## config.mk

```make
export PLATFORM = sky130hd
export DESIGN_NAME = id_stage_pipe
export DESIGN_NICKNAME = d
export VERILOG_FILES = /design/src/rtl/id_stage_pipe.sv
export SDC_FILE = /design/constraint.sdc
export NUM_CORES = 1
export LEC_CHECK = 0
export ABC_CLOCK_PERIOD_IN_PS = 3100
export CAP_MARGIN = 20
export CORE_ASPECT_RATIO = 1.2
export CORE_UTILIZATION = 50
export CTS_CLUSTER_DIAMETER = 40
export CTS_CLUSTER_SIZE = 10
export DETAILED_ROUTE_END_ITERATION = 10
export HOLD_SLACK_MARGIN = 0.05
export PLACE_DENSITY = 0.91
export SLEW_MARGIN = 15
export SYNTH_ARGS = -nofsm -noshare
export SYNTH_HDL_FRONTEND = slang
export SYNTH_SLANG_ARGS = --single-unit
```

## constraint.sdc

```tcl
create_clock -name clk_i_ID -period 3.1 [get_ports clk_i_ID]
set_clock_uncertainty 0.15 [all_clocks]
set_input_delay 0.31 -clock clk_i_ID [delete_from_list [all_inputs] [get_ports clk_i_ID]]
set_output_delay 0.31 -clock clk_i_ID [all_outputs]
set_load 0.01 [all_outputs]
```

## src/rtl/id_stage_pipe.sv

```systemverilog
// Pipelined RV32I instruction-decode stage.
// One-entry skid buffer in front of a registered ID/EX output slot, with
// load-use bubble insertion and flush.
module id_stage_pipe #(
  parameter int XLEN   = 32,
  parameter int REG_AW = 5
) (
  input  logic              clk_i_ID,
  input  logic              rst_i_ID,
  input  logic              flush_i_ID,
  input  logic              in_valid_i_ID,
  output logic              in_ready_o_ID,
  input  logic [31:0]       instr_i_ID,
  input  logic [XLEN-1:0]   pc_addr_i_ID,
  input  logic              ex_memrd_i_ID,
  input  logic [REG_AW-1:0] ex_rd_i_ID,
  output logic              out_valid_o_ID,
  input  logic              out_ready_i_ID,
  output logic [6:0]        OpCode_o_ID,
  output logic [2:0]        func3_o_ID,
  output logic [6:0]        func7_o_ID,
  output logic              RdEn_1_o_ID,
  output logic [REG_AW-1:0] Rd_Addr1_o_ID,
  output logic              RdEn_2_o_ID,
  output logic [REG_AW-1:0] Rd_Addr2_o_ID,
  output logic              WrEn_o_ID,
  output logic [REG_AW-1:0] Wr_Addr_o_ID,
  output logic [XLEN-1:0]   imm_o_ID,
  output logic [XLEN-1:0]   pc_addr_o_ID,
  output logic              illegal_o_ID
);

  localparam logic [6:0] OP_R      = 7'b0110011;
  localparam logic [6:0] OP_IMM    = 7'b0010011;
  localparam logic [6:0] OP_LOAD   = 7'b0000011;
  localparam logic [6:0] OP_JALR   = 7'b1100111;
  localparam logic [6:0] OP_STORE  = 7'b0100011;
  localparam logic [6:0] OP_BRANCH = 7'b1100011;
  localparam logic [6:0] OP_LUI    = 7'b0110111;
  localparam logic [6:0] OP_AUIPC  = 7'b0010111;
  localparam logic [6:0] OP_JAL    = 7'b1101111;

  logic              skid_valid;
  logic [31:0]       skid_instr;
  logic [XLEN-1:0]   skid_pc;

  logic [31:0]       head_instr;
  logic [XLEN-1:0]   head_pc;
  logic              head_valid;

  logic              use_rs1, use_rs2, use_rd, known_op;
  logic [31:0]       imm32;
  logic [4:0]        rs1_f, rs2_f, rd_f;
  logic              reg_bad;
  logic [REG_AW-1:0] dec_rs1, dec_rs2, dec_rd;
  logic              dec_wen;
  logic [XLEN-1:0]   dec_imm;
  logic              dec_illegal;

  logic              hazard, advance, issue, accept;

  // While the skid is occupied it is the oldest instruction and takes priority.
  assign head_instr    = skid_valid ? skid_instr : instr_i_ID;
  assign head_pc       = skid_valid ? skid_pc    : pc_addr_i_ID;
  assign head_valid    = skid_valid || in_valid_i_ID;

  assign in_ready_o_ID = rst_i_ID && !skid_valid;
  assign advance       = !out_valid_o_ID || out_ready_i_ID;
  // IF is redirecting during a flush, so its handshake is ignored.
  assign accept        = in_valid_i_ID && in_ready_o_ID && !flush_i_ID;

  assign rs1_f = head_instr[19:15];
  assign rs2_f = head_instr[24:20];
  assign rd_f  = head_instr[11:7];

  // Format decode of the head instruction: operand usage and raw immediate.
  always_comb begin
    use_rs1  = 1'b0;
    use_rs2  = 1'b0;
    use_rd   = 1'b0;
    known_op = 1'b1;
    imm32    = 32'd0;
    unique case (head_instr[6:0])
      OP_R: begin
        use_rs1 = 1'b1;
        use_rs2 = 1'b1;
        use_rd  = 1'b1;
      end
      OP_IMM, OP_LOAD, OP_JALR: begin
        use_rs1 = 1'b1;
        use_rd  = 1'b1;
        imm32   = {{20{head_instr[31]}}, head_instr[31:20]};
      end
      OP_STORE: begin
        use_rs1 = 1'b1;
        use_rs2 = 1'b1;
        imm32   = {{20{head_instr[31]}}, head_instr[31:25], head_instr[11:7]};
      end
      OP_BRANCH: begin
        use_rs1 = 1'b1;
        use_rs2 = 1'b1;
        imm32   = {{19{head_instr[31]}}, head_instr[31], head_instr[7],
                   head_instr[30:25], head_instr[11:8], 1'b0};
      end
      OP_LUI, OP_AUIPC: begin
        use_rd  = 1'b1;
        imm32   = {head_instr[31:12], 12'd0};
      end
      OP_JAL: begin
        use_rd  = 1'b1;
        imm32   = {{11{head_instr[31]}}, head_instr[31], head_instr[19:12],
                   head_instr[20], head_instr[30:21], 1'b0};
      end
      default: known_op = 1'b0;
    endcase
  end

  // Register fields narrower than 5 bits (RV32E) must have their upper bits clear.
  always_comb begin
    reg_bad = (use_rs1 && ((rs1_f >> REG_AW) != 5'd0)) ||
              (use_rs2 && ((rs2_f >> REG_AW) != 5'd0)) ||
              (use_rd  && ((rd_f  >> REG_AW) != 5'd0));
    dec_rs1     = use_rs1 ? rs1_f[REG_AW-1:0] : '0;
    dec_rs2     = use_rs2 ? rs2_f[REG_AW-1:0] : '0;
    dec_rd      = use_rd  ? rd_f[REG_AW-1:0]  : '0;
    dec_wen     = use_rd && (rd_f != 5'd0);
    dec_illegal = !known_op || reg_bad;
    dec_imm     = {XLEN{imm32[31]}};
    dec_imm[31:0] = imm32;
  end

  // Load-use hazard: head reads a register the load in EX has not produced yet.
  always_comb begin
    hazard = ex_memrd_i_ID && (ex_rd_i_ID != '0) &&
             ((use_rs1 && (dec_rs1 == ex_rd_i_ID)) ||
              (use_rs2 && (dec_rs2 == ex_rd_i_ID)));
    issue  = advance && head_valid && !hazard;
  end

  // Skid buffer: catches an accepted instruction that cannot go straight to the output.
  always_ff @(posedge clk_i_ID) begin
    if (!rst_i_ID) begin
      skid_valid <= 1'b0;
      skid_instr <= 32'd0;
      skid_pc    <= '0;
    end else if (flush_i_ID) begin
      skid_valid <= 1'b0;
    end else if (skid_valid) begin
      if (issue) skid_valid <= 1'b0;
    end else if (accept && !issue) begin
      skid_valid <= 1'b1;
      skid_instr <= instr_i_ID;
      skid_pc    <= pc_addr_i_ID;
    end
  end

  // ID/EX output slot: loads on issue, bubbles on stall, holds under backpressure.
  always_ff @(posedge clk_i_ID) begin
    if (!rst_i_ID) begin
      out_valid_o_ID <= 1'b0;
      OpCode_o_ID    <= 7'd0;
      func3_o_ID     <= 3'd0;
      func7_o_ID     <= 7'd0;
      RdEn_1_o_ID    <= 1'b0;
      Rd_Addr1_o_ID  <= '0;
      RdEn_2_o_ID    <= 1'b0;
      Rd_Addr2_o_ID  <= '0;
      WrEn_o_ID      <= 1'b0;
      Wr_Addr_o_ID   <= '0;
      imm_o_ID       <= '0;
      pc_addr_o_ID   <= '0;
      illegal_o_ID   <= 1'b0;
    end else if (flush_i_ID) begin
      out_valid_o_ID <= 1'b0;
    end else if (advance) begin
      out_valid_o_ID <= issue;
      if (issue) begin
        OpCode_o_ID   <= head_instr[6:0];
        func3_o_ID    <= head_instr[14:12];
        func7_o_ID    <= head_instr[31:25];
        RdEn_1_o_ID   <= use_rs1;
        Rd_Addr1_o_ID <= dec_rs1;
        RdEn_2_o_ID   <= use_rs2;
        Rd_Addr2_o_ID <= dec_rs2;
        WrEn_o_ID     <= dec_wen;
        Wr_Addr_o_ID  <= dec_rd;
        imm_o_ID      <= dec_imm;
        pc_addr_o_ID  <= head_pc;
        illegal_o_ID  <= dec_illegal;
      end
    end
  end

endmodule

```

## Word level (Yosys, flattened, before mapping)

Index checks and enable logic that the tools add are counted.

| storage, ports and cells | value |
|---|---|
| register bits after elaboration | 166 |
| word-level logic and storage cells | 74 |

| operators by class | value |
|---|---|
| reduce and logical (&&, ||, !) cells | 31 |
| equal/unequal tests | 11 |
| mux-type cells | 13 |
| bitwise operators | 3 |

Operators with widths:

| kind | count |
|---|---|
| 32-bit one-hot mux with 5 select lines | 1 |
| 32-bit two-way mux | 2 |
| 7-bit by 6-bit == test with 1-bit output (second input constant) | 3 |
| 7-bit == test (second input constant) | 3 |
| 5-bit two-way mux | 3 |
| 7-bit by 5-bit == test with 1-bit output (second input constant) | 2 |
| 1-bit logical AND | 11 |
| 5-bit == test | 2 |
| 5-bit nonzero test | 2 |
| 9-bit OR reduction | 1 |
| 7-bit by 2-bit == test with 1-bit output (second input constant) | 1 |
| 1-bit two-way mux | 7 |
| 7-bit OR reduction | 1 |
| 1-bit zero test | 6 |
| 3-bit AND reduction | 2 |
| 3-bit OR reduction | 2 |
| 6-bit OR reduction | 1 |
| 2-bit OR reduction | 2 |
| 1-bit logical OR | 3 |
| 1-bit inverter | 3 |

## Depth between registers and ports, before layout

Gate-level depths: netlist of the first run.

| logic depth | value |
|---|---|
| depth after elaboration | 15 |
| mapped depth | 12 |
| depth with buffers taken out | 7 |

## Worst setup path before layout of the first run

OpenSTA, ideal clock, no wires.

| timing | value |
|---|---|
| path type | register to register |
| from | register skid_valid |
| to | register OpCode_o_ID[0] |
| cell stages (with the launch flop) | 12 |
| arrival | 2149 ps |
| buffers on the path | 5 |
| library setup time | 116 ps |
| path slack | 685 ps |
| cell sequence | dfxtp_1 buf_4 buf_6 mux2_2 xor2_1 nor3_1 nand4b_1 and3b_1 buf_2 buf_6 buf_6 o211a_1 |

| on the way | value |
|---|---|
| cells in the longest elaborated chain, start to end | 12 |

Ends and longest elaborated chain:

| item | RTL line | text |
|---|---|---|
| from (decl) | 43 | `logic skid_valid;` |
| from (signal assigned) | 143 | `skid_valid <= 1'b0;` |
| from (signal assigned) | 147 | `skid_valid <= 1'b0;` |
| from (signal assigned) | 149 | `if (issue) skid_valid <= 1'b0;` |
| 32-bit two-way mux | 63 | `assign head_instr = skid_valid ? skid_instr : instr_i_ID;` |
| 7-bit == test, or another cell as far along | 83 | `unique case (head_instr[6:0])` |
| 6-bit OR reduction (no source line) / 3-bit OR reduction (equally long branches) | - |  |
| 1-bit two-way mux | 83 |  |
| 5-bit two-way mux (on tied branches) | 123, 124 |  |
| 5-bit == test (on tied branches) | 135, 136 |  |
| 1-bit logical AND (on tied branches) | 135, 136 |  |
| 1-bit logical OR | 135 | `((use_rs1 && (dec_rs1 == ex_rd_i_ID)) \|\|` |
| 1-bit logical AND | 134 | `hazard = ex_memrd_i_ID && (ex_rd_i_ID != '0) &&` |
| 1-bit zero test | 137 | `issue = advance && head_valid && !hazard;` |
| 1-bit logical AND | 137 |  |
| 3-bit AND reduction (no source line) | - |  |
| to (signal assigned) | 178 | `OpCode_o_ID <= head_instr[6:0];` |
| to (decl) | 19 | `output logic [6:0] OpCode_o_ID,` |

Parallel ways exist; a longest one is shown, timed or not.
A chain may end at the register's enable or synchronous reset.

## Worst setup path after layout of the first run

| timing | value |
|---|---|
| from | register skid_valid |
| to | output in_ready_o_ID |

| on the way | value |
|---|---|
| cells in the longest elaborated chain, start to end | 2 |

Ends and longest elaborated chain:

| item | RTL line | text |
|---|---|---|
| 1-bit zero test | 67 | `assign in_ready_o_ID = rst_i_ID && !skid_valid;` |
| 1-bit logical AND | 67 |  |
| to (decl) | 12 | `output logic in_ready_o_ID,` |

No other way between the ends.

==> impl_results.md, run 1 <==
- Bufs and invs on worst path: 3
- Synthesized flop and latch total: 166
- Vias after detailed routing: 6622
- Number of antenna violations at the first check in global routing: 0
- IO Port Bufs: 176
- Data arrival time of the worst path: 2.49 ns
- Htree depth: 4
- Cell Area, Synth: 7366 µm²
- Synth Flop Type: dfxtp_1
- Crit-path max FO: 26
- Routability congestion estimate from global placement: 0.8709
- Clk buf depth: 2
- Number of antenna diodes: 0
- Starting density of the core: 0.5110
- Setup crit end kind: output port
- Die footprint: 15220 µm²
- Clock latency reported for the late side of the worst-skew pair: 0.43 ns
- Pwr dens: 487.7 nW/µm²
- Vias in the first global route: 6282
- Crit path cell chain: buf_4 -> buf_4 -> nor2b_1 -> clkdlybuf4s50_1
- Most common cell on crit path: buf_4
- GRT Resource Usage Total: 0.2552
- Total DRC errors in the routed layout: 0
- Estimated wirelength of the detail-placed design: 13460 µm
- Rel. slew slack: 0.4786
- Area of combinational cells with multiple inputs: 3652 µm²
- Crit path time final: 2.946 ns
- Number of warnings printed during yosys synthesis: 0
- Clock-pin slew reported for the worst setup and hold paths after clock tree synthesis: 0.06 ns
- Die height: 135.0 µm
- Max-slew violations: 0
- Clock sink total: 166
- Syn Area/Cell: 8.800 µm²
- # Max-Cap Violations: 0
- CP max-delay cell: dfxtp_4
- Path type of the worst min-delay path: in -> reg
- Worst slack after detailed placement: 0.1445 ns
- Remaining antenna violation count after routing: 0
- Number of distinct library cell variants in the gate-level netlist after synthesis: 57
- Number of design-rule violations left by the first detailed-router iteration: 587
- Final Hold Slack: 0.1092 ns
- Final worst setup slack: 0.1542 ns
- Chip Width: 112.8 µm
- Critical path class: reg -> out
- Req. time, crit path: 2.64 ns
- Least-Margin Pin Slew: 0.7821 ns
- Final Hold Fails: 0
- Worst vdd ir: 0.0003642 V
- CP Launch Type: register
- Post-Route WL: 19300 µm
- Total setup violations reported at the end of the flow: 0
- Cell type group with the largest total delay on the critical path: buffers and inverters
- Layout-stage area growth over the synthesis result: 32.68%
- EDFF count, synth: 0
- WL per Instance: 16.39 µm
- Global-route congestion overflow total: 0
- Syn_nets: 912
- Commonest cells after routing, fill and taps aside: nand2_1 (253), clkdlybuf4s50_1 (175), dfxtp_1 (165)
- Setup tns final: 0 ns
- Wire length of the first global-routing pass: 30750 µm
- Mean number of vias per cell: 5.621
- Std cell rows: 48
- Fmax: 339.5 MHz
- Unrepaired setup endpoints after global routing: no
- Layout cell share with drive strength beyond 1: 0.1117
- # Post-CTS Setup Buffers: 0
- Leakage power: 3.799 nW
- Proportion of synthesized chip area in sequential cells: 0.4512
- Final-stage net count: 1065
- TritonCTS clock tree: built
- Synthesized instance count: 837
- Core footprint: 14410 µm²
- CP max stage delay: 0.57 ns
- Cts bufs inserted: 17
- Initial DRT Pass Iterations: 6
- Cell at the root of the clock tree: clkbuf_16
- Most common cell after layout, fill and taps aside: nand2_1
- Filler Cells Inserted: 1113
- Largest net degree at the start of global routing: 82
- Area of all sequential standard cells: 3327 µm²
- Status: finished clean
- Final Cycle Share: 0.9503
- Count of boundary I/O pins: 177
- Asr flop ratio synth: 0
[layout make-up]
class,count,area share
Inverter,3,0.001152
Tap cell,175,0.02240
Clock inverter,14,0.01063
Timing Repair Buffer,202,0.2068
Sequential cell,166,0.3404
Multi-Input combinational cell,600,0.3737
Clock buffer,18,0.04494
[per-stage QoR]
step                        util  area, µm²  cells  total power, mW
after floorplan                -       7366    837            2.569
after global placement    0.6403       9229   1146            2.871
after detailed placement  0.6403       9229   1146            2.884
after CTS                 0.6780       9772   1178            4.798
after global routing      0.6780       9773   1178            4.945
final                     0.6780       9773   1178            4.767
[registers in the layout, summed over array words and instances, names as in the netlist]
register	cells
imm_o_ID	32
RdEn_1_o_ID	1
Wr_Addr_o_ID	5
RdEn_2_o_ID	1
out_valid_o_ID	1
func3_o_ID	3
pc_addr_o_ID	32
Rd_Addr2_o_ID	5
func7_o_ID	7
skid_instr	32
WrEn_o_ID	1
skid_pc	32
illegal_o_ID	1
OpCode_o_ID	7
skid_valid	1
Rd_Addr1_o_ID	5
[worst paths after layout]
check	startpoint	to	slack, ns	depth (start not counted)
setup / recovery	skid_valid$_SDFF_PP0_	in_ready_o_ID	0.15	4
hold / removal	rst_i_ID	func3_o_ID[1]$_SDFFE_PN0P_	0.11	2
setup reg to reg	skid_valid$_SDFF_PP0_	skid_pc[20]$_SDFFE_PN0P_	0.29	7
hold reg to reg	skid_instr[26]$_SDFFE_PN0P_	skid_instr[26]$_SDFFE_PN0P_	0.30	2
[report_power, final]
| part | leakage [nW] | total, mW | internal, mW | switching [mW] |
|---|---|---|---|---|
| Sequential | 1.35 | 2.25 | 2.21 | 0.0445 |
| Clock | 0.251 | 1.92 | 1.05 | 0.876 |
| Combinational | 2.20 | 0.591 | 0.313 | 0.279 |
[per-layer routing]
metal	global-route usage	share of wire	routed length, µm
met2	0.4266	0.49	9527
met5	0	0	0
met1	0.3011	0.41	7947
met3	0.04668	0.048	932
met4	0.1659	0.047	898
[logic make-up (layout without fill, tap and decap cells)]
family / count (synthesis) / in the layout / synth area share
DFF: 166 / 166 / 0.4512
buffers and inverters: 71 / 237 / 0.05521
and+or+nand+nor: 330 / 330 / 0.1937
AOI/OAI and AO/OA: 193 / 193 / 0.1906
xor gates and xnor gates: 10 / 10 / 0.01189
muxes: 67 / 67 / 0.09750
[cells in the mapped netlist, types with 4 or more instances]
library cell	count	area, µm²
clkbuf_1	29	108.9
o21ai_0	88	440.4
clkbuf_2	5	25.02
buf_4	4	30.03
a22oi_1	13	97.59
o21ai_1	9	45.04
o211ai_1	4	30.03
a21oi_1	5	25.02
buf_2	11	55.05
mux2_2	24	270.3
dfxtp_1	166	3323
nor2_1	9	33.78
a22oi_2	10	125.1
a31o_2	4	35.03
xor2_1	8	70.07
buf_6	14	157.7
o211a_1	45	450.4
buf_1	5	18.77
nand4_1	18	112.6
mux2i_1	41	410.4
nand2_1	253	949.7
nand3b_1	5	37.54
nand3_1	19	95.09
nand2b_1	5	31.28
[what timing repair did]
item                       CTS  global route
hold buffers                 0             0
resized for setup            0             1
setup endpoints to repair    0             1
(Power assumes the default switching activity.)
==> run 2: changes to the inputs <==
Settings changed: ABC_CLOCK_PERIOD_IN_PS 3100 to unset, SLEW_MARGIN 15 to unset.
==> results of run 2 <==
Final layout, timing and power as in run 1 (identical DEF).
